<file path="src/rtl/ternary_host_driver_pkg.sv">
// ternary_host_driver_pkg: shared FSM states, command codes and bus geometry for the ternary host driver
package ternary_host_driver_pkg;
   localparam int BUS_W = 16;
   localparam int CMD_HI = 13;
   localparam int CMD_LO = 12;
   localparam logic [1:0] CMD_LOAD = 2'b10;
   localparam logic [1:0] CMD_MULT = 2'b11;
   typedef enum logic [2:0] {IDLE, FILL, DUT_RST, CMD, LOAD, MULT} state_t;
   function automatic logic [BUS_W-1:0] cmd_word(input logic [1:0] code);
      logic [BUS_W-1:0] w;
      w = '0;
      w[CMD_HI:CMD_LO] = code;
      return w;
   endfunction
endpackage

</file>
<file path="src/rtl/ternary_wt_buffer.sv">
// ternary_wt_buffer: weight word store, one write port and one combinational read port
module ternary_wt_buffer
   import ternary_host_driver_pkg::*;
#(
   parameter int N_WORDS = 16,
   parameter int AW = 4
) (
   input  logic             clk,
   input  logic             we,
   input  logic [AW-1:0]    wr_addr,
   input  logic [BUS_W-1:0] wr_data,
   input  logic [AW-1:0]    rd_addr,
   output logic [BUS_W-1:0] rd_data
);
   logic [BUS_W-1:0] mem [N_WORDS];
   // contents survive reset; only a new fill rewrites them
   always_ff @(posedge clk) begin
      if (we) mem[wr_addr] <= wr_data;
   end
   assign rd_data = mem[rd_addr];
endmodule

</file>
<file path="src/rtl/ternary_host_driver.sv">
// ternary_host_driver: buffers weights, resets and commands the target, streams load words and vector sweeps
module ternary_host_driver
   import ternary_host_driver_pkg::*;
#(
   parameter int N_WORDS = 16,
   parameter int N_ROWS = 8,
   parameter int RES_LAT = 1
) (
   input  logic             clk,
   input  logic             rst_n,
   input  logic             wt_valid,
   input  logic [BUS_W-1:0] wt_data,
   output logic             wt_ready,
   input  logic             vec_valid,
   input  logic [BUS_W-1:0] vec_data,
   output logic             vec_ready,
   input  logic             start,
   input  logic             with_load,
   output logic [BUS_W-1:0] dut_bus,
   output logic             dut_rst_n,
   input  logic [7:0]       dut_out,
   output logic             res_valid,
   output logic [2:0]       res_row,
   output logic [7:0]       res_data,
   output logic             busy,
   output logic             underrun
);
   localparam int AW = N_WORDS > 1 ? $clog2(N_WORDS) : 1;
   state_t state;
   logic [AW-1:0] idx, cnt;
   logic [2:0] row;
   logic [BUS_W-1:0] bus_q, rd_data;
   logic load, ok;
   logic row0, row_valid;
   logic pv [RES_LAT];
   logic [2:0] pr [RES_LAT];

   assign row0 = (state == MULT) && (row == '0);
   assign row_valid = (state == MULT) && (row0 ? vec_valid : ok);
   assign vec_ready = row0 && vec_valid;
   assign dut_bus = (state == LOAD) ? rd_data : row0 ? (vec_valid ? vec_data : '0) : bus_q;
   assign res_valid = pv[RES_LAT-1];
   assign res_row = pr[RES_LAT-1];
   assign res_data = res_valid ? dut_out : '0;

   ternary_wt_buffer #(.N_WORDS(N_WORDS), .AW(AW)) u_buf (
      .clk(clk), .we(wt_ready && wt_valid), .wr_addr(idx), .wr_data(wt_data),
      .rd_addr(cnt), .rd_data(rd_data)
   );

   // sequencer: state plus registered control outputs set on each transition
   always_ff @(posedge clk) begin
      if (!rst_n) begin
         state <= IDLE;
         busy <= 1'b0;
         wt_ready <= 1'b0;
         dut_rst_n <= 1'b0;
         bus_q <= '0;
         idx <= '0;
         cnt <= '0;
         row <= '0;
         load <= 1'b0;
         ok <= 1'b0;
         underrun <= 1'b0;
      end else begin
         underrun <= 1'b0;
         case (state)
            IDLE: if (start) begin
               busy <= 1'b1;
               load <= with_load;
               idx <= '0;
               cnt <= '0;
               wt_ready <= with_load;
               state <= with_load ? FILL : DUT_RST;
            end
            FILL: if (wt_valid) begin
               idx <= idx + 1'b1;
               if (idx == AW'(N_WORDS - 1)) begin
                  wt_ready <= 1'b0;
                  state <= DUT_RST;
               end
            end
            DUT_RST: begin
               cnt <= cnt + 1'b1;
               if (cnt == AW'(1)) begin
                  dut_rst_n <= 1'b1;
                  bus_q <= cmd_word(load ? CMD_LOAD : CMD_MULT);
                  state <= CMD;
               end
            end
            CMD: begin
               bus_q <= '0;
               cnt <= '0;
               row <= '0;
               state <= load ? LOAD : MULT;
            end
            LOAD: begin
               cnt <= cnt + 1'b1;
               if (cnt == AW'(N_WORDS - 1)) state <= MULT;
            end
            MULT: begin
               row <= (row == 3'(N_ROWS - 1)) ? '0 : row + 1'b1;
               if (row == '0) begin
                  ok <= vec_valid;
                  bus_q <= vec_valid ? vec_data : '0;
                  underrun <= !vec_valid;
               end
            end
            default: state <= IDLE;
         endcase
      end
   end

   // result pipe: each row's {valid,row} emerges RES_LAT cycles after it was driven
   always_ff @(posedge clk) begin
      if (!rst_n) begin
         for (int i = 0; i < RES_LAT; i++) begin
            pv[i] <= 1'b0;
            pr[i] <= '0;
         end
      end else begin
         pv[0] <= row_valid;
         pr[0] <= row;
         for (int i = 1; i < RES_LAT; i++) begin
            pv[i] <= pv[i-1];
            pr[i] <= pr[i-1];
         end
      end
   end
endmodule

</file>
<file path="config.mk">
export PLATFORM = sky130hd
export DESIGN_NAME = ternary_host_driver
export DESIGN_NICKNAME = d
export VERILOG_FILES = /design/src/rtl/ternary_host_driver_pkg.sv /design/src/rtl/ternary_wt_buffer.sv /design/src/rtl/ternary_host_driver.sv
export SDC_FILE = /design/constraint.sdc
export NUM_CORES = 1
export LEC_CHECK = 0
export CORE_UTILIZATION = 36
export DETAILED_ROUTE_END_ITERATION = 16
export GPL_TIMING_DRIVEN = 0
export PLACE_DENSITY = 0.57
export SLEW_MARGIN = 15
export SYNTH_ARGS = -nofsm -noshare
export SYNTH_HDL_FRONTEND = slang
export SYNTH_SLANG_ARGS = --single-unit
</file>
<file path="constraint.sdc">
create_clock -name clk -period 2.08 [get_ports clk]
set_input_delay 0.312 -clock clk [delete_from_list [all_inputs] [get_ports clk]]
set_output_delay 0.312 -clock clk [all_outputs]
set_load 0.1 [all_outputs]
</file>
Yosys cells after proc, flatten, opt, wreduce, memory -nomap -nowiden --
Memory sizes are Yosys's and may differ from the RTL's. A register that Yosys moved wholly into a read port is not among the register bits. Cells that the tools add are included.
Storage, ports and cells: word-level logic and storage cells 93, flip-flop bits (word level) 36, bits of input ports 46, output and inout bits 33, RAM bits 260, memories kept 3
Operators by class: reduce and logical (&&, ||, !) cells 23, equal/unequal tests 15, $add $sub $neg 3, muxes and demuxes 37, bitwise logic cells 1
Memory list:
- u_buf.mem | depth 16, width 16, rd ports 1, clocked after Yosys merged registers in 1, wr ports 1, line ternary_wt_buffer.sv:15 | logic [BUS_W-1:0] mem [N_WORDS];
- pr | depth 1, width 3, rd ports 1, clocked after Yosys merged registers in 0, wr ports 1, line ternary_host_driver.sv:36 | logic [2:0] pr [RES_LAT];
- pv | depth 1, width 1, rd ports 1, clocked after Yosys merged registers in 0, wr ports 1, line ternary_host_driver.sv:35 | logic pv [RES_LAT];
Operators by type and width (number):
- $mux 16 | 5
- $pmux 16 s3 | 1
- $mux 3 | 7
- $pmux 3 s6 | 1
- $mux 4 | 4
- $mux 1 | 13
- $pmux 4 s3 | 1
- $eq 3x3->1 const B | 3
- $reduce_and 3->1 | 3
- $add 4x1->4 const B | 2
- $eq 4x4->1 const B | 2
- $mux 8 | 1
- $ne 2x2->1 const B | 4
- $pmux 4 s2 | 1
- $reduce_and 2->1 | 4
- $eq 3x2->1 const B | 2
- $logic_not 3->1 | 2
- $pmux 3 s2 | 1
- $reduce_and 6->1 | 1
- $reduce_bool 3->1 | 2
- $eq 4x1->1 const B | 1
- $logic_and 1x1->1 | 4
- $ne 2x1->1 const B | 2
- $reduce_and 4->1 | 1
- 10 further kinds | 11

Depth between registers and ports, before layout --
word-level depth 6, depth in mapped cells 8, depth with buffers taken out 6

By module --
From an unflattened synthesis, not the netlist that was laid out.
Unflattened totals: cells, all modules 685, area, all modules 11923.9 µm²
By module, submodules not included:
- ternary_wt_buffer | times used 1, area each 9721.8 µm², cells an instance 416, sequential area each 7687.4 µm²
- ternary_host_driver | times used 1, area each 2202.1 µm², cells an instance 269, sequential area each 800.8 µm²

Worst setup path after synthesis --
Ideal clock, no wire load.
kind register -> output, start point reg row[0], end point out dut_bus[10], cell stages (with the launch flop) 9, required time 1768 ps, buffers on the path 2, arrival 2684 ps, path slack -916 ps, cells stage by stage dfxtp_1 -> inv_1 -> ha_1 -> inv_1 -> or2_2 -> clkbuf_1 -> buf_2 -> a22oi_1 -> o21bai_1
On the way: longest elaborated chain between the ends 4
Ends and longest elaborated chain:
- start, declared | line ternary_host_driver.sv:31 | logic [2:0] row;
- start signal, assigned | line ternary_host_driver.sv:102 | row <= (row == 3'(N_ROWS - 1)) ? '0 : row + 1'b1;
- $logic_not 3->1 | line ternary_host_driver.sv:38 | assign row0 = (state == MULT) && (row == '0);
- $logic_and 1x1->1 | line ternary_host_driver.sv:38
- $mux 16 (2 in series) | line ternary_host_driver.sv:41 | assign dut_bus = (state == LOAD) ? rd_data : row0 ? (vec_valid ? vec_data : '0) : bus_q;
- end, declared | line ternary_host_driver.sv:19 | output logic [BUS_W-1:0] dut_bus,
No other way between the ends.

==> impl_metrics.tcl <==
set metrics [dict create \
    synth_most_common_cell "edfxtp_1" \
    grt_pass1_vias 6936 \
    violations "setup timing" \
    synth-compound-area-share_pct 6.941 \
    yosysUniqueCellTypes 54 \
    ys_ff_latch 300 \
    antenna_found_initial 0 \
    clkLatencyLatePin_ns 0.56 \
    cts.clk_slew.worst_paths_ns 0.07 \
    dp_hpwl_um 18550 \
    regToRegSetupSlack_ns 0.13 \
    postCtsHoldBufs 0 \
    grt_max_degree 17 \
    critical_path_required_ns 1.77 \
    die_h_um 186.4 \
    muxShareOfSynthArea_pct 14.66 \
    num_antenna_cells 0 \
    gp_congestion 0.8243 \
    pin_count 79 \
    reg2reg_from "idx[2]" \
    slowest_stage "mux4_2" \
    synth_area_per_cell_um2 18.11 \
    synth_top_family_by_area "multiplexers" \
    max_stage_delay_ns 0.57 \
    hold_violations 0 \
    max-slew-margin-rel_pct 36.23 \
    cts_buffer_depth 3 \
    syn_inst 676 \
    drc 0 \
    synthFlopType "edfxtp_1" \
    port-buffer-count 78 \
    outcome "complete, but fails checks" \
    grt_first_pass_wirelength_um 44300 \
    finalCritPeriodShare_pct 138.0 \
    p_per_area_nw_per_um2 964.3 \
    synth_largest_area_cell "edfxtp_1" \
    cp_common_cell "buf_12" \
    h-tree-depth 1 \
    cts_tree "built" \
    path_cells "buf_12 > buf_12 > mux4_2 > mux2i_4 > a211oi_4 > o21bai_4 > buf_12" \
    cts.sinks 300 \
    viasPerCell 5.251 \
    final_nets 850 \
    nFillCells 2891 \
    yosys.area_share.simple_pct 4.927 \
    synth_edf_count 256 \
    drive_above_1_share_pct 33.78 \
    tightest_slew_ns 0.9603 \
    drt-pass1-iter-count 5 \
    cts_inserted_buffers 31 \
    die_area_um2 34740 \
    whs_path_depth 3 \
    drt_wl_total_um 29520 \
    core_region_area_um2 33530 \
    grt_setup_unrepaired "true" \
    synth_common_cells "256 x edfxtp_1, 46 x mux4_1, 44 x dfxtp_1" \
    yosysSeqAreaShare_pct 70.01 \
    track_usage_pct 17.03 \
    vias 6658 \
    r2r_cells 4 \
    power_mw 15.08 \
    fin_worst_skew_ns 0.009977 \
    synth_area_um2 12240 \
    yosys.area.top_type_share_pct 62.81 \
    path_class "register to output pin" \
    timing.final.ws_setup_ns -0.7902 \
    max-cap-violations 0 \
    end_kind "output pin" \
    setup_tns_ns -12.02 \
    final.min_clock_period_ns 2.870 \
    cp.arrival_ns 2.56 \
    rr_endpoint "u_buf.mem[13][13]" \
    regArea_um2 8579 \
    ant_nets 0 \
    syn-num-nets 731 \
    grt_overflow 0 \
    min_path_type "input pin to register" \
    synth_area_leaders "edfxtp_1 63%, mux4_1 9.9%, dfxtp_1 7.2%, mux4_2 3.3%, mux2i_1 1.5%" \
    clock-root-buffer "clkbuf_16" \
    p_leak_nw 5.009 \
    hold_end "bus_q[1]" \
    start_util_pct 36.50 \
    max_freq_mhz 348.4 \
    cp_max_fo 7 \
    min-delay-start "vec_data[1]" \
    multi_input_area_um2 3931 \
    die_w_um 186.4 \
    drt_iter0_markers 558 \
    yosys_warnings 0 \
    async_reset_ff_share_pct 0 \
    setup_viol 16 \
    vdd_drop_max_uv 647.7 \
    worst_setup_path_start_kind "register" \
    finalMaxSlewViolations 0 \
    wl_per_cell_um 23.28 \
    rows 67 \
    synth_fa_ha_area_share_pct 0.9201 \
    yosys.area_share.xor_xnor_pct 0.1431 \
    area_growth_pct 27.73 \
]
-- per-stage QoR --
step,cells,util (%),hold slack [ns],instance area (µm²),setup slack [ns]
2_1_floorplan,676,-,0.3913,12440,0.01340
3_3_place_gp,1202,41.09,0.4455,13780,-1.558
3_5_place_dp,1202,41.09,0.4449,13780,-1.574
4_1_cts,1262,46.23,0.3679,15500,-0.8415
5_1_grt,1268,46.62,0.3991,15630,-0.8461
6_report,1268,46.62,0.3914,15630,-0.7902
-- cell families after synthesis --
family / Yosys count
AND/OR/NAND/NOR: 112
AO/OA/AOI/OAI: 117
multiplexers: 82
adder cells (fa/ha/maj): 9
flip-flops: 300
XOR/XNOR: 2
buffers and inverters: 54
-- layer usage --
| metal | GRT usage [%] | vias to the layer above | wire length, µm |
|---|---|---|---|
| met3 | 2.934 | 36 | 1453 |
| li1 | - | 3003 | - |
| met5 | 0 | - | 0 |
| met1 | 23.39 | 3412 | 13220 |
| met2 | 28.27 | 207 | 14260 |
| met4 | 3.878 | 0 | 585 |
-- worst max path at each step --
| stage | startpoint | endpoint | slack (ns) | cells past startpoint |
|---|---|---|---|---|
| after floorplan | row[0] | dut_bus[0] | 0.01 | 8 |
| after global placement | register | dut_bus[9] | -1.56 | 7 |
| after detailed placement | register | dut_bus[9] | -1.57 | 7 |
| after CTS | register | dut_bus[4] | -0.84 | 7 |
| after global routing | register | dut_bus[13] | -0.85 | 7 |
| final | register | dut_bus[4] | -0.79 | 7 |
-- final cells by class --
| cell class | count | area share [%] |
|---|---|---|
| Buffer | 40 | 2.113 |
| Clock buffer | 40 | 5.530 |
| Clock inverter | 18 | 1.553 |
| Inverter | 11 | 0.2641 |
| Multi-Input combinational cell | 322 | 25.15 |
| Sequential cell | 300 | 54.88 |
| Tap cell | 448 | 3.585 |
| Timing Repair Buffer | 89 | 6.931 |
-- repair_timing --
| item | 4_1_cts | 5_1_grt |
|---|---|---|
| setup buffers | 3 | 4 |
| gates resized for setup | 321 | 40 |
| pin swaps | 7 | 10 |
| setup endpoints to repair | 147 | 136 |
| cloned | 1 | 3 |
-- flip-flops by register name (all words and copies together) (netlist names), 3 cells and up, named ones only --
register and flops:
u_buf.mem 256, bus_q 16, cnt 4, idx 4
pr 3, row 3, state 3
-- critical path: cells and delay by family, from the launching register on --
family          cells  cell delay [ns]
compound gates      2             0.32
buf+inv             3             0.47
flops               1             0.36
mux                 2             0.83
-- power by group --
part / leakage [nW] / switching (mW) / internal (mW)
clock network: 0.543 / 2.33 / 3.57
logic: 1.81 / 1.50 / 0.951
registers: 2.66 / 0.0760 / 6.64
total: 5.01 / 3.91 / 11.2
-- layout by cell type, fill, tap and decap left out, types with 5 or more instances in the layout --
cell type	netlist	final
a21oi_1	14	14
a211oi_2	0	5
clkbuf_1	11	9
buf_4	4	19
a22oi_1	18	14
bufinv_16	0	5
o22ai_2	0	12
a211oi_4	0	8
clkbuf_16	0	36
edfxtp_1	256	256
clkbuf_2	1	6
mux4_2	18	50
clkdlybuf4s18_2	0	6
mux2i_4	0	13
o21bai_4	0	15
buf_12	0	19
clkdlybuf4s50_1	0	45
inv_1	10	9
nand2_1	18	18
a32oi_1	14	14
a211oi_1	18	5
ha_1	9	9
dfxtp_1	44	39
nand3_1	7	7
clkinv_2	0	6
buf_2	18	10
mux4_1	46	14
nor2_1	28	28
nor3_1	6	5
and2_2	0	22
o21ai_0	5	5
(Power assumes the default switching activity.)
